--- config.mk ---
export PLATFORM = sky130hd
export DESIGN_NAME = ex_muldiv_ctrl_flat
export DESIGN_NICKNAME = d
export VERILOG_FILES = /design/src/rtl/ex_muldiv_ctrl_if.sv /design/src/rtl/ex_muldiv_ctrl.sv /design/src/flat_wrapper.sv
export SDC_FILE = /design/constraint.sdc
export NUM_CORES = 1
export LEC_CHECK = 0
export CAP_MARGIN = 30
export CORE_MARGIN = 10
export CORE_UTILIZATION = 35
export CTS_CLUSTER_DIAMETER = 80
export DETAILED_ROUTE_END_ITERATION = 16
export HOLD_SLACK_MARGIN = 0.1
export SKIP_CTS_REPAIR_TIMING = 1
export SLEW_MARGIN = 20
export SYNTH_ARGS = -nofsm -noshare
export SYNTH_HDL_FRONTEND = slang
export SYNTH_SLANG_ARGS = --single-unit
--- constraint.sdc ---
create_clock -name clk_i -period 5.8 [get_ports clk_i]
set_input_delay 1.45 -clock clk_i [delete_from_list [all_inputs] [get_ports clk_i]]
set_output_delay 1.45 -clock clk_i [all_outputs]
set_load 0.01 [all_outputs]
--- src/rtl/ex_muldiv_ctrl_if.sv ---
// EX-stage handshake between the pipeline and the RV32M multiply/divide sequencer.
// The pipeline side uses the master modport; the sequencer uses slave.
interface ex_muldiv_ctrl_if #(
  parameter int unsigned XLEN = 32
);
  logic            start_i;
  logic [2:0]      funct3_i;
  logic [XLEN-1:0] op1_i;
  logic [XLEN-1:0] op2_i;
  logic            flush_i;
  logic            stall_o;
  logic            busy_o;
  logic            valid_o;
  logic [XLEN-1:0] result_o;

  modport master (
    output start_i, funct3_i, op1_i, op2_i, flush_i,
    input  stall_o, busy_o, valid_o, result_o
  );

  modport slave (
    input  start_i, funct3_i, op1_i, op2_i, flush_i,
    output stall_o, busy_o, valid_o, result_o
  );
endinterface

--- src/rtl/ex_muldiv_ctrl.sv ---
// RV32M multiply/divide sequencer: radix-2 shift-add multiply and restoring divide,
// stalling the pipeline until a one-cycle valid pulse returns the result.
module ex_muldiv_ctrl #(
  parameter int unsigned XLEN      = 32,
  parameter bit          FAST_DIV0 = 1'b1
) (
  input logic             clk_i,
  input logic             reset_i,
  ex_muldiv_ctrl_if.slave bus
);
  localparam int unsigned CntW = $clog2(XLEN);

  typedef enum logic [2:0] {StIdle, StPrep, StCalc, StFix, StDone} state_e;

  state_e            state_q, state_d;
  logic [2:0]        f3_q, f3_d;
  logic [XLEN-1:0]   op1_q, op1_d;
  logic [XLEN-1:0]   op2_q, op2_d;
  logic [2*XLEN-1:0] acc_q, acc_d;
  logic [CntW-1:0]   cnt_q, cnt_d;
  logic              neg_q, neg_d;
  logic [XLEN-1:0]   result_q, result_d;

  logic              is_div, s1, s2, sign1, sign2;
  logic              in_div0, in_ovf, fast;
  logic [XLEN-1:0]   preset, word_div;
  logic [XLEN:0]     sub_w, add_w;
  logic [2*XLEN-1:0] mul_fix;

  assign is_div = f3_q[2];
  assign s1     = (f3_q == 3'd1) || (f3_q == 3'd2) || (f3_q == 3'd4) || (f3_q == 3'd6);
  assign s2     = (f3_q == 3'd1) || (f3_q == 3'd4) || (f3_q == 3'd6);
  assign sign1  = s1 & op1_q[XLEN-1];
  assign sign2  = s2 & op2_q[XLEN-1];

  // Special divide cases are detected on the raw inputs so the fast path skips PREP.
  assign in_div0 = bus.funct3_i[2] & (bus.op2_i == '0);
  assign in_ovf  = bus.funct3_i[2] & ~bus.funct3_i[0] & (bus.op2_i == '1) &
                   (bus.op1_i == {1'b1, {(XLEN-1){1'b0}}});
  assign fast    = FAST_DIV0 & (in_div0 | in_ovf);
  assign preset  = in_div0 ? (bus.funct3_i[1] ? bus.op1_i : '1)
                           : (bus.funct3_i[1] ? '0 : bus.op1_i);

  assign sub_w    = acc_q[2*XLEN-1:XLEN-1] - {1'b0, op2_q};
  assign add_w    = {1'b0, acc_q[2*XLEN-1:XLEN]} + (acc_q[0] ? {1'b0, op2_q} : '0);
  // High-word multiply results need the full-width negate, not a per-word one.
  assign mul_fix  = neg_q ? -acc_q : acc_q;
  assign word_div = f3_q[1] ? acc_q[2*XLEN-1:XLEN] : acc_q[XLEN-1:0];

  always_ff @(posedge clk_i or negedge reset_i) begin
    if (!reset_i) begin
      state_q  <= StIdle;
      f3_q     <= '0;
      op1_q    <= '0;
      op2_q    <= '0;
      acc_q    <= '0;
      cnt_q    <= '0;
      neg_q    <= 1'b0;
      result_q <= '0;
    end else begin
      state_q  <= state_d;
      f3_q     <= f3_d;
      op1_q    <= op1_d;
      op2_q    <= op2_d;
      acc_q    <= acc_d;
      cnt_q    <= cnt_d;
      neg_q    <= neg_d;
      result_q <= result_d;
    end
  end

  always_comb begin
    state_d = state_q;
    if (bus.flush_i) begin
      state_d = StIdle;
    end else begin
      unique case (state_q)
        StIdle:  if (bus.start_i) state_d = fast ? StDone : StPrep;
        StPrep:  state_d = StCalc;
        StCalc:  if (cnt_q == '0) state_d = StFix;
        StFix:   state_d = StDone;
        StDone:  state_d = StIdle;
        default: state_d = StIdle;
      endcase
    end
  end

  // op1_q doubles as the pending-result holder once the loop no longer needs it.
  always_comb begin
    f3_d     = f3_q;
    op1_d    = op1_q;
    op2_d    = op2_q;
    acc_d    = acc_q;
    cnt_d    = cnt_q;
    neg_d    = neg_q;
    result_d = result_q;
    unique case (state_q)
      StIdle: begin
        if (bus.start_i && !bus.flush_i) begin
          f3_d  = bus.funct3_i;
          op1_d = fast ? preset : bus.op1_i;
          op2_d = bus.op2_i;
        end
      end
      StPrep: begin
        op1_d = sign1 ? -op1_q : op1_q;
        op2_d = sign2 ? -op2_q : op2_q;
        acc_d = {{XLEN{1'b0}}, (sign1 ? -op1_q : op1_q)};
        cnt_d = CntW'(XLEN - 1);
        if (!is_div)      neg_d = sign1 ^ sign2;
        else if (f3_q[1]) neg_d = sign1;
        else              neg_d = (sign1 ^ sign2) & (op2_q != '0);
      end
      StCalc: begin
        cnt_d = cnt_q - CntW'(1);
        if (is_div) begin
          acc_d = sub_w[XLEN] ? {acc_q[2*XLEN-2:0], 1'b0}
                              : {sub_w[XLEN-1:0], acc_q[XLEN-2:0], 1'b1};
        end else begin
          acc_d = {add_w, acc_q[XLEN-1:1]};
        end
      end
      StFix: begin
        if (is_div)              op1_d = neg_q ? -word_div : word_div;
        else if (f3_q == 3'd0)   op1_d = mul_fix[XLEN-1:0];
        else                     op1_d = mul_fix[2*XLEN-1:XLEN];
      end
      StDone: begin
        if (!bus.flush_i) result_d = op1_q;
      end
      default: ;
    endcase
  end

  always_comb begin
    bus.busy_o   = (state_q != StIdle);
    bus.valid_o  = (state_q == StDone) & ~bus.flush_i;
    bus.result_o = bus.valid_o ? op1_q : result_q;
    // Reset forces every output low, including the stall request.
    bus.stall_o  = bus.start_i & ~bus.valid_o & ~bus.flush_i & reset_i;
  end
endmodule
--- src/flat_wrapper.sv ---
// flat-port wrapper written by rule: the top's interface ports become plain ports
module ex_muldiv_ctrl_flat 
#(
  parameter int unsigned XLEN      = 32,
  parameter bit          FAST_DIV0 = 1'b1
)
  (clk_i, reset_i, bus_start_i, bus_funct3_i, bus_op1_i, bus_op2_i, bus_flush_i, bus_stall_o, bus_busy_o, bus_valid_o, bus_result_o);
  ex_muldiv_ctrl_if #(.XLEN(XLEN)) bus_i ();
  input logic clk_i;
  input logic reset_i;
  input wire logic [$bits(bus_i.start_i)-1:0] bus_start_i;
  input wire logic [$bits(bus_i.funct3_i)-1:0] bus_funct3_i;
  input wire logic [$bits(bus_i.op1_i)-1:0] bus_op1_i;
  input wire logic [$bits(bus_i.op2_i)-1:0] bus_op2_i;
  input wire logic [$bits(bus_i.flush_i)-1:0] bus_flush_i;
  output wire logic [$bits(bus_i.stall_o)-1:0] bus_stall_o;
  output wire logic [$bits(bus_i.busy_o)-1:0] bus_busy_o;
  output wire logic [$bits(bus_i.valid_o)-1:0] bus_valid_o;
  output wire logic [$bits(bus_i.result_o)-1:0] bus_result_o;
  assign bus_i.start_i = bus_start_i;
  assign bus_i.funct3_i = bus_funct3_i;
  assign bus_i.op1_i = bus_op1_i;
  assign bus_i.op2_i = bus_op2_i;
  assign bus_i.flush_i = bus_flush_i;
  assign bus_stall_o = bus_i.stall_o;
  assign bus_busy_o = bus_i.busy_o;
  assign bus_valid_o = bus_i.valid_o;
  assign bus_result_o = bus_i.result_o;
  ex_muldiv_ctrl #(.XLEN(XLEN), .FAST_DIV0(FAST_DIV0)) u_core (.clk_i(clk_i), .reset_i(reset_i), .bus(bus_i));
endmodule
Word-level counts from Yosys, hierarchy flattened
Cells that the tools add are included.
- flip-flop bits (word level): 172
- input port bits: 71
- output and inout port bits: 35
- logic and storage cells: 94
- $add $sub $neg: 7
- eq/ne operators: 14
- multiplexer cells: 28
- bitwise operators: 16
- reductions and logical operators: 21
- operator list (kind ; count):
    2-to-1 mux 32 bit ; 14
    2-to-1 mux 64 bit ; 3
    case mux 64 bit (2 select lines) ; 1
    negation 32 bit ; 3
    case mux 32 bit (3 select lines) ; 1
    equality test 32 bit (second input constant) ; 2
    negation 64 bit ; 1
    case mux 32 bit (2 select lines) ; 1
    adder 32 x 33 -> 33 bit ; 1
    subtractor 33 x 32 -> 33 bit ; 1
    logical NOT 32 bit ; 1
    nonzero test 32 bit ; 1
    2-to-1 mux 3 bit ; 4
    case mux 3 bit (4 select lines) ; 1
    bitwise AND 1 bit ; 11
    case mux 5 bit (2 select lines) ; 1
    equality test 3 x 2 -> 1 bit (second input constant) ; 3
    equality test 3 bit (second input constant) ; 3
    AND reduction 2 bit ; 4
    equality test 3 x 1 -> 1 bit (second input constant) ; 2
    logical NOT 3 bit ; 2
    nonzero test 3 bit ; 2
    logical NOT 5 bit ; 1
    logical OR 1 bit ; 5
    other kinds (12) ; 17

Longest topological paths before layout
Gate-level depths: netlist of the first run.
- depth in word-level cells: 9
- depth in mapped cells: 17
- mapped depth without buffers: 15

Least setup slack after synthesis of the first run
Ideal clock, no wire load.
- path kind: flip-flop to flip-flop
- from: reg u_core.f3_q[1]
- to: reg u_core.op1_q[30]
- setup time: 0.104 ns
- arrival: 4.578 ns
- data required time: 5.696 ns
- path slack: 1.118 ns
- stages on the path, launching flop included: 17
- path buffers: 6
- clock period less this slack: 4.682 ns
- cell sequence: dfrtp_1 > buf_2 > buf_2 > buf_2 > buf_1 > buf_2 > buf_1 > mux2i_1 > ha_1 > o21ai_0 > or4b_2 > or4_1 > or2_2 > o21ai_0 > xnor2_1 > a21oi_1 > a221oi_1
- cells in the longest elaborated chain, start to end: 7
- elaborated cells between the ends (all ways): 16
- classes of those cells: 1 x add/sub; 4 x eq/ne; 6 x mux; 1 x bitwise; 4 x reduce/logical
- RTL lines (element ; RTL line ; source):
    from (decl) ; ex_muldiv_ctrl.sv:16 ; logic [2:0] f3_q, f3_d;
    from (signal assigned) ; ex_muldiv_ctrl.sv:53 ; f3_q <= '0;
    from (signal assigned) ; ex_muldiv_ctrl.sv:62 ; f3_q <= f3_d;
    branches (longest 6 deep; another with negation 32 bit) ; n/a ;
    case mux 32 bit (3 select lines) (*) ; ex_muldiv_ctrl.sv:97 ; unique case (state_q)
    to (signal assigned) ; ex_muldiv_ctrl.sv:63 ; op1_q <= op1_d;
    to (decl) ; ex_muldiv_ctrl.sv:17 ; logic [XLEN-1:0] op1_q, op1_d;
Every way passes the cells marked *.
A chain may end at the register's enable or synchronous reset.

Final worst setup path of the first run
- from: in bus_op1_i[9]
- to: reg u_core.op1_q[22]
- cells in the longest elaborated chain, start to end: 6
- RTL lines (element ; RTL line ; source):
    from (decl) ; flat_wrapper.sv:13 ; input wire logic [$bits(bus_i.op1_i)-1:0] bus_op1_i;
    equality test 32 bit ; ex_muldiv_ctrl.sv:39 ; (bus.op1_i == {1'b1, {(XLEN-1){1'b0}}});
    bitwise AND 1 bit ; ex_muldiv_ctrl.sv:38 ; assign in_ovf = bus.funct3_i[2] & ~bus.funct3_i[0] & (bus.op2_i == '1) &
    OR 1 bit ; ex_muldiv_ctrl.sv:40 ; assign fast = FAST_DIV0 & (in_div0 | in_ovf);
    2-to-1 mux 32 bit ; ex_muldiv_ctrl.sv:101 ; op1_d = fast ? preset : bus.op1_i;
    2-to-1 mux 32 bit ; ex_muldiv_ctrl.sv:99 ; if (bus.start_i && !bus.flush_i) begin
    case mux 32 bit (3 select lines) ; ex_muldiv_ctrl.sv:97 ;
No other way between the ends. The select of a mux whose other input is x is not followed.

==> impl_metrics.toml, run 1 <==
[synthesis]
synth_compound_area_share_pct = 25.63
synthSimpleGateAreaFrac_pct = 19.77
synth_cell_types = 76
syn_area_per_cell_um2 = 7.866
synth.area.top_cells = "dfrtp_1 (27%), a21oi_1 (5.5%), ha_1 (5.4%)"
async_reset_ff_share_pct = 100.0
ys_ff_latch = 172
yosys.area.top_type_share_pct = 26.76
synth_xor_area_share_pct = 9.311
synth_common_cells = "nor2_1 (178), a21oi_1 (177), o21ai_0 (175)"
synth_area_leader_cell = "dfrtp_1"
synth_cells = 2045
dominantRegCellSynth = "dfrtp_1"
synth_top_family_by_area = "compound AO/OA/AOI/OAI gates"
muxShareOfSynthArea_pct = 7.903
synth_enable_flop_cells = 0
synth.cell_area_mm2 = 0.01609
synth_seq_area_share_pct = 26.76
synth_adder_area_share_pct = 5.694
yosysWarnings = 0
synth_nets = 2188
yosysMostFrequentCell = "nor2_1"

[timing]
tightestPinTransition_ns = 0.9434
fin_crit_ns = 4.889
relSlewSlack_pct = 36.95
skew_ns = 0.01393
max_freq_ghz = 0.2045
setup_tns_ns = 0
slew_violations = 0
hold_violations = 0
finalSetupViolCount = 0
timing.final.ws_setup_ns = 0.9109
rsz0062_at_grt = "no"
period_share_pct = 84.29

[critical_path]
cp-start-kind = "input pin"
arrival_ns = 5.23
required_ns = 6.14
path_max_fanout = 7
max_stage_delay_ns = 0.60
critPathTopFamily = "simple AND/OR/NAND/NOR gates"
path_cells = "clkdlybuf4s50_1 -> nor4_1 -> buf_4 -> nand4_1 -> nor4_1 -> nand4_1 -> nor4_1 -> buf_4 -> and3_1 -> o21a_1 -> a21oi_1 -> a221oi_1 -> o21ai_0"
cp.buffers_inverters = 3
critPathKind = "input pin to flip-flop"
crit_path_end_kind = "flip-flop"
cp_slowest_cell = "nor4_1"
critPathLaunch = "bus_op1_i[9]"
cpMostUsedCell = "nor4_1"
r2r_start = "u_core.acc_q[0]"

[min_path]
hp-class = "flip-flop to flip-flop"
min-delay-start = "u_core.result_q[22]"

[run_status]
status = "completed"

[grt]
overflow = 0
antenna_found_initial = 3
grt.total_usage_pct = 22.79
grt_pass1_wl_um = 97100
grt_max_degree = 63
grt_pass1_vias = 16084

[detailed_routing]
drc = 0
drtAntennaViolNets = 0
drt_iter0_drc = 1786
dr_wl_met2_um = 29520
met1_length_um = 27730
routed_wl_um = 64460
viasPerCell = 6.272
highest-signal-layer = "met5"
vias = 16784
dr_wl_met3_um = 4753
drt-pass1-iter-count = 5
wl_per_cell_um = 24.09

[clock_tree]
cts.clk_slew.worst_paths_ns = 0.07
cts_inserted_buffers = 17
clock_insertion_delay_worst_skew_ns = 0.47
root_buffer = "clkbuf_16"
clock_path_buffers = 2
clock_sinks = 172
h-tree-depth = 4
cts_tree = "built"

[floorplan]
num_rows = 78
die-height_um = 234.4
core_region_area_mm2 = 0.04538
die_x_um = 234.4
start_util_pct = 35.45
num_io_pins = 106
die-area_mm2 = 0.05493

[cells_and_area]
drive_gt1_share_pct = 8.193
area_growth_pct = 13.61
finalNonFillerCells = 2676
nets = 2205
utilization_pct = 40.27
nFillCells = 4668
seq_area_mm2 = 0.004308
multi_input_area_mm2 = 0.01104
design_area_mm2 = 0.01828

[power]
powerDensity_mw_per_mm2 = 581.0
p_leak_nw = 7.535
ir_drop_mv = 0.2836

[place]
place_area_mm2 = 0.01771
portBuffers = 105
post-place-ws_ns = 0.5593
gp_congestion = 0.9561
post-place-cells = 2642
dp_hpwl_um = 48130

[flow_run]
maxCapViolations = 0
metal layers:
| metal | up-vias | track usage (%) |
|---|---|---|
| met5 | - | 0 |
| met4 | 2 | 8.872 |
| met3 | 132 | 3.783 |
| met2 | 798 | 36.21 |
| met1 | 8234 | 30.39 |
| li1 | 7618 | - |
final timing paths:
check | endpoint | slack [ns] | cells past startpoint
setup / recovery | u_core.op1_q[22] | 0.91 | 13
hold / removal | u_core.result_q[22] | 0.50 | 1
setup reg to reg | u_core.acc_q[63] | 1.31 | 17
hold reg to reg | u_core.result_q[22] | 0.50 | 1
max in group asynchronous | u_core.f3_q[2] | 3.30 | 3
min in group asynchronous | u_core.op1_q[17] | 0.87 | 1
where the power goes:
group,internal (mW),leakage (nW),total (mW),switching (mW)
clock,0.587,0.274,1.15,0.565
combinational,2.73,5.10,6.78,4.05
sequential,1.66,2.16,2.69,1.03
state kept, by name, indices dropped and copies added (netlist names):
name / flops
u_core.state_q: 3
u_core.op2_q: 32
u_core.op1_q: 32
u_core.neg_q: 1
u_core.cnt_q: 5
u_core.acc_q: 64
u_core.result_q: 32
u_core.f3_q: 3
kinds of logic (layout without fill, tap and decap cells):
kind of cell | Yosys count | in the layout
DFF | 172 | 172
muxes | 121 | 121
AOI/OAI and AO/OA | 649 | 649
adders and majority gates | 72 | 72
and+or+nand+nor | 653 | 653
xor gates and xnor gates | 171 | 171
buffers and inverters | 207 | 237
other | 0 | 1
layout make-up:
type	instances	share of cell area (%)
clock buffer	21	2.574
timing repair buffer	150	7.709
tap	600	4.108
clock inverter	11	0.4587
antenna	1	0.01369
multi-input combinational	1666	60.43
sequential	172	23.57
inverter	55	1.130
cell usage in the layout (no fill, tap or decap), types with 22 or more instances in the layout:
| cell type | Yosys | final |
|---|---|---|
| buf_4 | 1 | 43 |
| nand2_1 | 173 | 172 |
| nor2_1 | 178 | 173 |
| nor3_1 | 71 | 70 |
| o31ai_1 | 22 | 22 |
| clkdlybuf4s50_1 | 0 | 104 |
| o221ai_1 | 30 | 30 |
| dfrtp_1 | 172 | 169 |
| mux2i_1 | 73 | 73 |
| nor4_1 | 35 | 35 |
| a22oi_1 | 24 | 24 |
| ha_1 | 70 | 70 |
| xor2_1 | 82 | 82 |
| a21o_1 | 29 | 29 |
| or3_1 | 26 | 26 |
| a21oi_1 | 177 | 177 |
| o22ai_1 | 25 | 25 |
| o21ai_0 | 175 | 174 |
| a31oi_1 | 24 | 23 |
| xnor2_1 | 89 | 88 |
| mux2_2 | 48 | 48 |
| nand3_1 | 51 | 51 |
| inv_1 | 55 | 55 |
| nand4_1 | 22 | 22 |
through the flow:
step                      power, mW  hold WS (ns)
after floorplan               7.238        0.4624
after global placement        9.175        0.4800
after detailed placement      9.272        0.4856
after CTS                     10.46        0.5025
after global routing          11.34        0.5187
final                         10.62        0.4996
Power figures use the tool's default switching activity.
==> run 2, diff against run 1 <==
==> constraint.sdc (replaced) <==
create_clock -name clk_i -period 4.75 [get_ports clk_i]
set_input_delay 1.1875 -clock clk_i [delete_from_list [all_inputs] [get_ports clk_i]]
set_output_delay 1.1875 -clock clk_i [all_outputs]
set_load 0.01 [all_outputs]
==> impl_metrics.toml, run 2 (synthesis results as in run 1) <==
[grt]
grt_pass1_vias = 16262
antenna_found_initial = 0
grt_max_degree = 79
grt.total_usage_pct = 23.38
overflow = 0
grt_pass1_wl_um = 99380

[floorplan]
die-height_um = 234.4
start_util_pct = 35.45
num_rows = 78
die-area_mm2 = 0.05493
die_x_um = 234.4
num_io_pins = 106
core_region_area_mm2 = 0.04538

[detailed_routing]
drt-pass1-iter-count = 10
routed_wl_um = 65900
drt_iter0_drc = 1940
drtAntennaViolNets = 0
wl_per_cell_um = 24.24
viasPerCell = 6.206
vias = 16873
drc = 0

[timing]
max_freq_ghz = 0.2366
rsz0062_at_grt = "no"
hold_violations = 0
tightestPinTransition_ns = 0.9517
skew_ns = 0.01244
period_share_pct = 88.97
hold_ws_ns = 0.5019
relSlewSlack_pct = 36.24
setup_tns_ns = 0
slew_violations = 0
fin_crit_ns = 4.226
finalSetupViolCount = 0

[clock_tree]
root_buffer = "clkbuf_16"
h-tree-depth = 4
cts.clk_slew.worst_paths_ns = 0.07
clock_insertion_delay_worst_skew_ns = 0.47
clock_path_buffers = 2
clock_sinks = 172
cts_tree = "built"
cts_inserted_buffers = 17

[critical_path]
path_max_fanout = 33
r2r_setup_slack_ns = 0.56
r2r_start = "u_core.acc_q[0]"
critPathLaunch = "bus_flush_i"
critPathKind = "input pin to output port"
cp-start-kind = "input pin"
arrival_ns = 3.04
crit_end = "bus_result_o[2]"
reg2reg_depth = 12
crit_path_end_kind = "output port"
regToRegEndpoint = "u_core.op1_q[14]"
required_ns = 3.56

[cells_and_area]
layout_commonest_cell = "a21oi_1"
nFillCells = 4592
regMostFlops = "u_core.acc_q"
largest_reg_flops = 64
antenna_cells = 0
design_area_mm2 = 0.01870
nets = 2249
drive_gt1_share_pct = 10.10
area_growth_pct = 16.26
layout_common_cells = "a21oi_1 (177), o21ai_0 (174), nor2_1 (173)"

[power]
p_leak_nw = 7.791
powerDensity_mw_per_mm2 = 718.0
ir_drop_mv = 0.2976

[run_status]
status = "completed"

[place]
gp_congestion = 1.020
dp_hpwl_um = 50410
portBuffers = 105
place_area_mm2 = 0.01804

[flow_run]
maxCapViolations = 0

[min_path]
min-delay-start = "u_core.result_q[4]"
hp-class = "flip-flop to flip-flop"
-- run 2: layer usage --
| layer | up-vias | track usage (%) | wire length [um] |
|---|---|---|---|
| met5 | - | 0 | 0 |
| met1 | 8177 | 30.75 | 27740 |
| met4 | 0 | 11.38 | 3181 |
| li1 | 7703 | - | - |
| met3 | 159 | 4.847 | 5682 |
| met2 | 834 | 35.95 | 29290 |
-- run 2: worst min path at each step --
stage                          endpoint  slack [ns]  cells after the start
detailed placement  u_core.result_q[14]        0.48                      1
global route        u_core.result_q[12]        0.52                      1
floorplan               u_core.cnt_q[0]        0.46                      1
finish               u_core.result_q[4]        0.50                      1
CTS                 u_core.result_q[11]        0.50                      1
global placement    u_core.result_q[31]        0.48                      1
-- run 2: power by group --
group / total [mW] / internal, mW / switching [mW]
logic: 8.78 / 3.51 / 5.27
clock network: 1.54 / 0.765 / 0.776
registers: 3.10 / 2.03 / 1.08
total: 13.4 / 6.30 / 7.12
-- run 2: worst max-delay path: stages --
cell and delay [ns]:
clkdlybuf4s50_1 0.54, nor2_2 0.21, buf_12 0.22, mux2_2 0.38
clkdlybuf4s50_1 0.49
-- run 2: metrics by stage --
step	utilization (%)	instances	worst slack, ns	power, mW
2_1_floorplan	-	2045	0.06814	8.838
3_3_place_gp	39.76	2684	0.2542	11.52
3_5_place_dp	39.76	2684	0.2997	11.62
4_1_cts	41.12	2716	0.5223	13.19
5_1_grt	41.21	2719	0.3392	14.31
6_report	41.21	2719	0.5241	13.43
-- run 2: final cells by class --
type / instances / area, um^2 / share of cell area (%)
Clock inverter: 15 / 193.9 / 1.037
Sequential cell: 172 / 4308 / 23.03
Multi-Input combinational cell: 1666 / 11040 / 59.04
Clock buffer: 17 / 425.4 / 2.275
Inverter: 55 / 206.4 / 1.104
Tap cell: 600 / 750.7 / 4.014
Timing Repair Buffer: 194 / 1777 / 9.500
==> run 3, diff against run 2 <==
--- a/config.mk
+++ b/config.mk
@@ -11,6 +11,7 @@
 export CTS_CLUSTER_DIAMETER = 80
 export DETAILED_ROUTE_END_ITERATION = 16
 export HOLD_SLACK_MARGIN = 0.1
+export MAX_ROUTING_LAYER = met4
 export SKIP_CTS_REPAIR_TIMING = 1
 export SLEW_MARGIN = 20
 export SYNTH_ARGS = -nofsm -noshare
==> impl_metrics.toml, run 3 (synthesis results as in run 1) <==
[run_status]
status = "completed"

[floorplan]
start_util_pct = 35.45
die-area_mm2 = 0.05493
core_region_area_mm2 = 0.04538
die-height_um = 234.4
die_x_um = 234.4
num_io_pins = 106
num_rows = 78

[grt]
grt_pass1_wl_um = 100100
grt_max_degree = 57
antenna_found_initial = 0
grt.total_usage_pct = 24.39
overflow = 0
grt_pass1_vias = 16011

[clock_tree]
clock_sinks = 172
clock_insertion_delay_worst_skew_ns = 0.47
h-tree-depth = 4
root_buffer = "clkbuf_16"
cts.clk_slew.worst_paths_ns = 0.08
cts_tree = "built"
cts_inserted_buffers = 17
clock_path_buffers = 2

[detailed_routing]
vias = 16787
viasPerCell = 6.199
drtAntennaViolNets = 0
wl_per_cell_um = 24.58
drc = 0
routed_wl_um = 66570
drt-pass1-iter-count = 6
drt_iter0_drc = 1842

[critical_path]
arrival_ns = 4.67
path_max_fanout = 9
crit_path_end_kind = "flip-flop"
critPathKind = "flip-flop to flip-flop"
required_ns = 5.10
cp-start-kind = "flip-flop"

[cells_and_area]
largest_reg_flops = 64
finalNonFillerCells = 2708
layout_commonest_cell = "a21oi_1"
regMostFlops = "u_core.acc_q"
area_growth_pct = 15.68
drive_gt1_share_pct = 9.630
layout_common_cells = "a21oi_1 (177), o21ai_0 (174), nor2_1 (173)"
nets = 2238
antenna_cells = 0
design_area_mm2 = 0.01861

[timing]
max_freq_ghz = 0.2315
finalSetupViolCount = 0
relSlewSlack_pct = 36.60
slew_violations = 0
skew_ns = 0.01325
setup_tns_ns = 0
rsz0062_at_grt = "no"
fin_crit_ns = 4.320
hold_violations = 0
tightestPinTransition_ns = 0.9487
period_share_pct = 90.95

[power]
p_leak_nw = 7.734
powerDensity_mw_per_mm2 = 719.3
ir_drop_mv = 0.3354

[place]
gp_congestion = 0.9757
dp_hpwl_um = 51180
portBuffers = 105
post-place-cells = 2674
place_area_mm2 = 0.01798

[flow_run]
maxCapViolations = 0

[min_path]
hp-class = "flip-flop to flip-flop"
[run 3: worst max-delay path, cell delays in order, from the launching register on]
cell	delay [ns]
dfrtp_1	0.50
inv_1	0.21
ha_1	0.24
nor3b_1	0.51
nand4_1	0.34
or3_1	0.51
or2_2	0.40
o41ai_1	0.45
xor2_1	0.18
a21oi_1	0.10
a2111oi_0	0.47
buf_4	0.22
a21oi_1	0.05
[run 3: layer usage]
layer | vias to the layer above | wire length [um] | GRT usage, % | part of all wire (%)
li1 | 7694 | - | - | -
met1 | 8268 | 28330 | 31.03 | 43
met2 | 710 | 30950 | 38.15 | 46
met3 | 115 | 4797 | 4.073 | 7.2
met4 | 0 | 2501 | 9.393 | 3.8
met5 | - | 0 | - | 0
[run 3: final timing paths]
kind	depth (start not counted)	startpoint	to	slack, ns
worst max-delay path	12	u_core.acc_q[0]	u_core.op1_q[14]	0.43
worst min-delay path	1	u_core.result_q[29]	u_core.result_q[29]	0.50
worst max register to register	12	u_core.acc_q[0]	u_core.op1_q[14]	0.43
worst min register to register	1	u_core.result_q[29]	u_core.result_q[29]	0.50
max in group asynchronous	3	reset_i	u_core.neg_q	2.70
min in group asynchronous	1	reset_i	u_core.op1_q[6]	0.61
[run 3: metrics by stage]
| step | util, % | power [mW] | worst slack [ns] | hold slack (ns) |
|---|---|---|---|---|
| 6_report | 41.00 | 13.38 | 0.4301 | 0.4994 |
| 5_1_grt | 41.00 | 14.24 | 0.2756 | 0.5132 |
| 4_1_cts | 40.93 | 13.19 | 0.5284 | 0.5036 |
| 3_5_place_dp | 39.62 | 11.65 | 0.2740 | 0.4856 |
| 3_3_place_gp | 39.58 | 11.57 | 0.3347 | 0.4798 |
| 2_1_floorplan | - | 8.838 | 0.06814 | 0.4624 |
[run 3: area by class of cell]
type	count	area, um^2
Clock buffer	17	425.4
Inverter	55	206.4
Clock inverter	15	170.2
Multi-Input combinational cell	1666	11040
Fill cell	4607	26770
Tap cell	600	750.7
Timing Repair Buffer	183	1707
Sequential cell	172	4308
[run 3: power breakdown]
part	total (mW)	leakage, nW	switching, mW	internal (mW)
Clock	1.50	0.293	0.715	0.786
Sequential	3.20	2.16	1.17	2.03
Combinational	8.69	5.28	5.21	3.47
Total	13.4	7.73	7.10	6.28
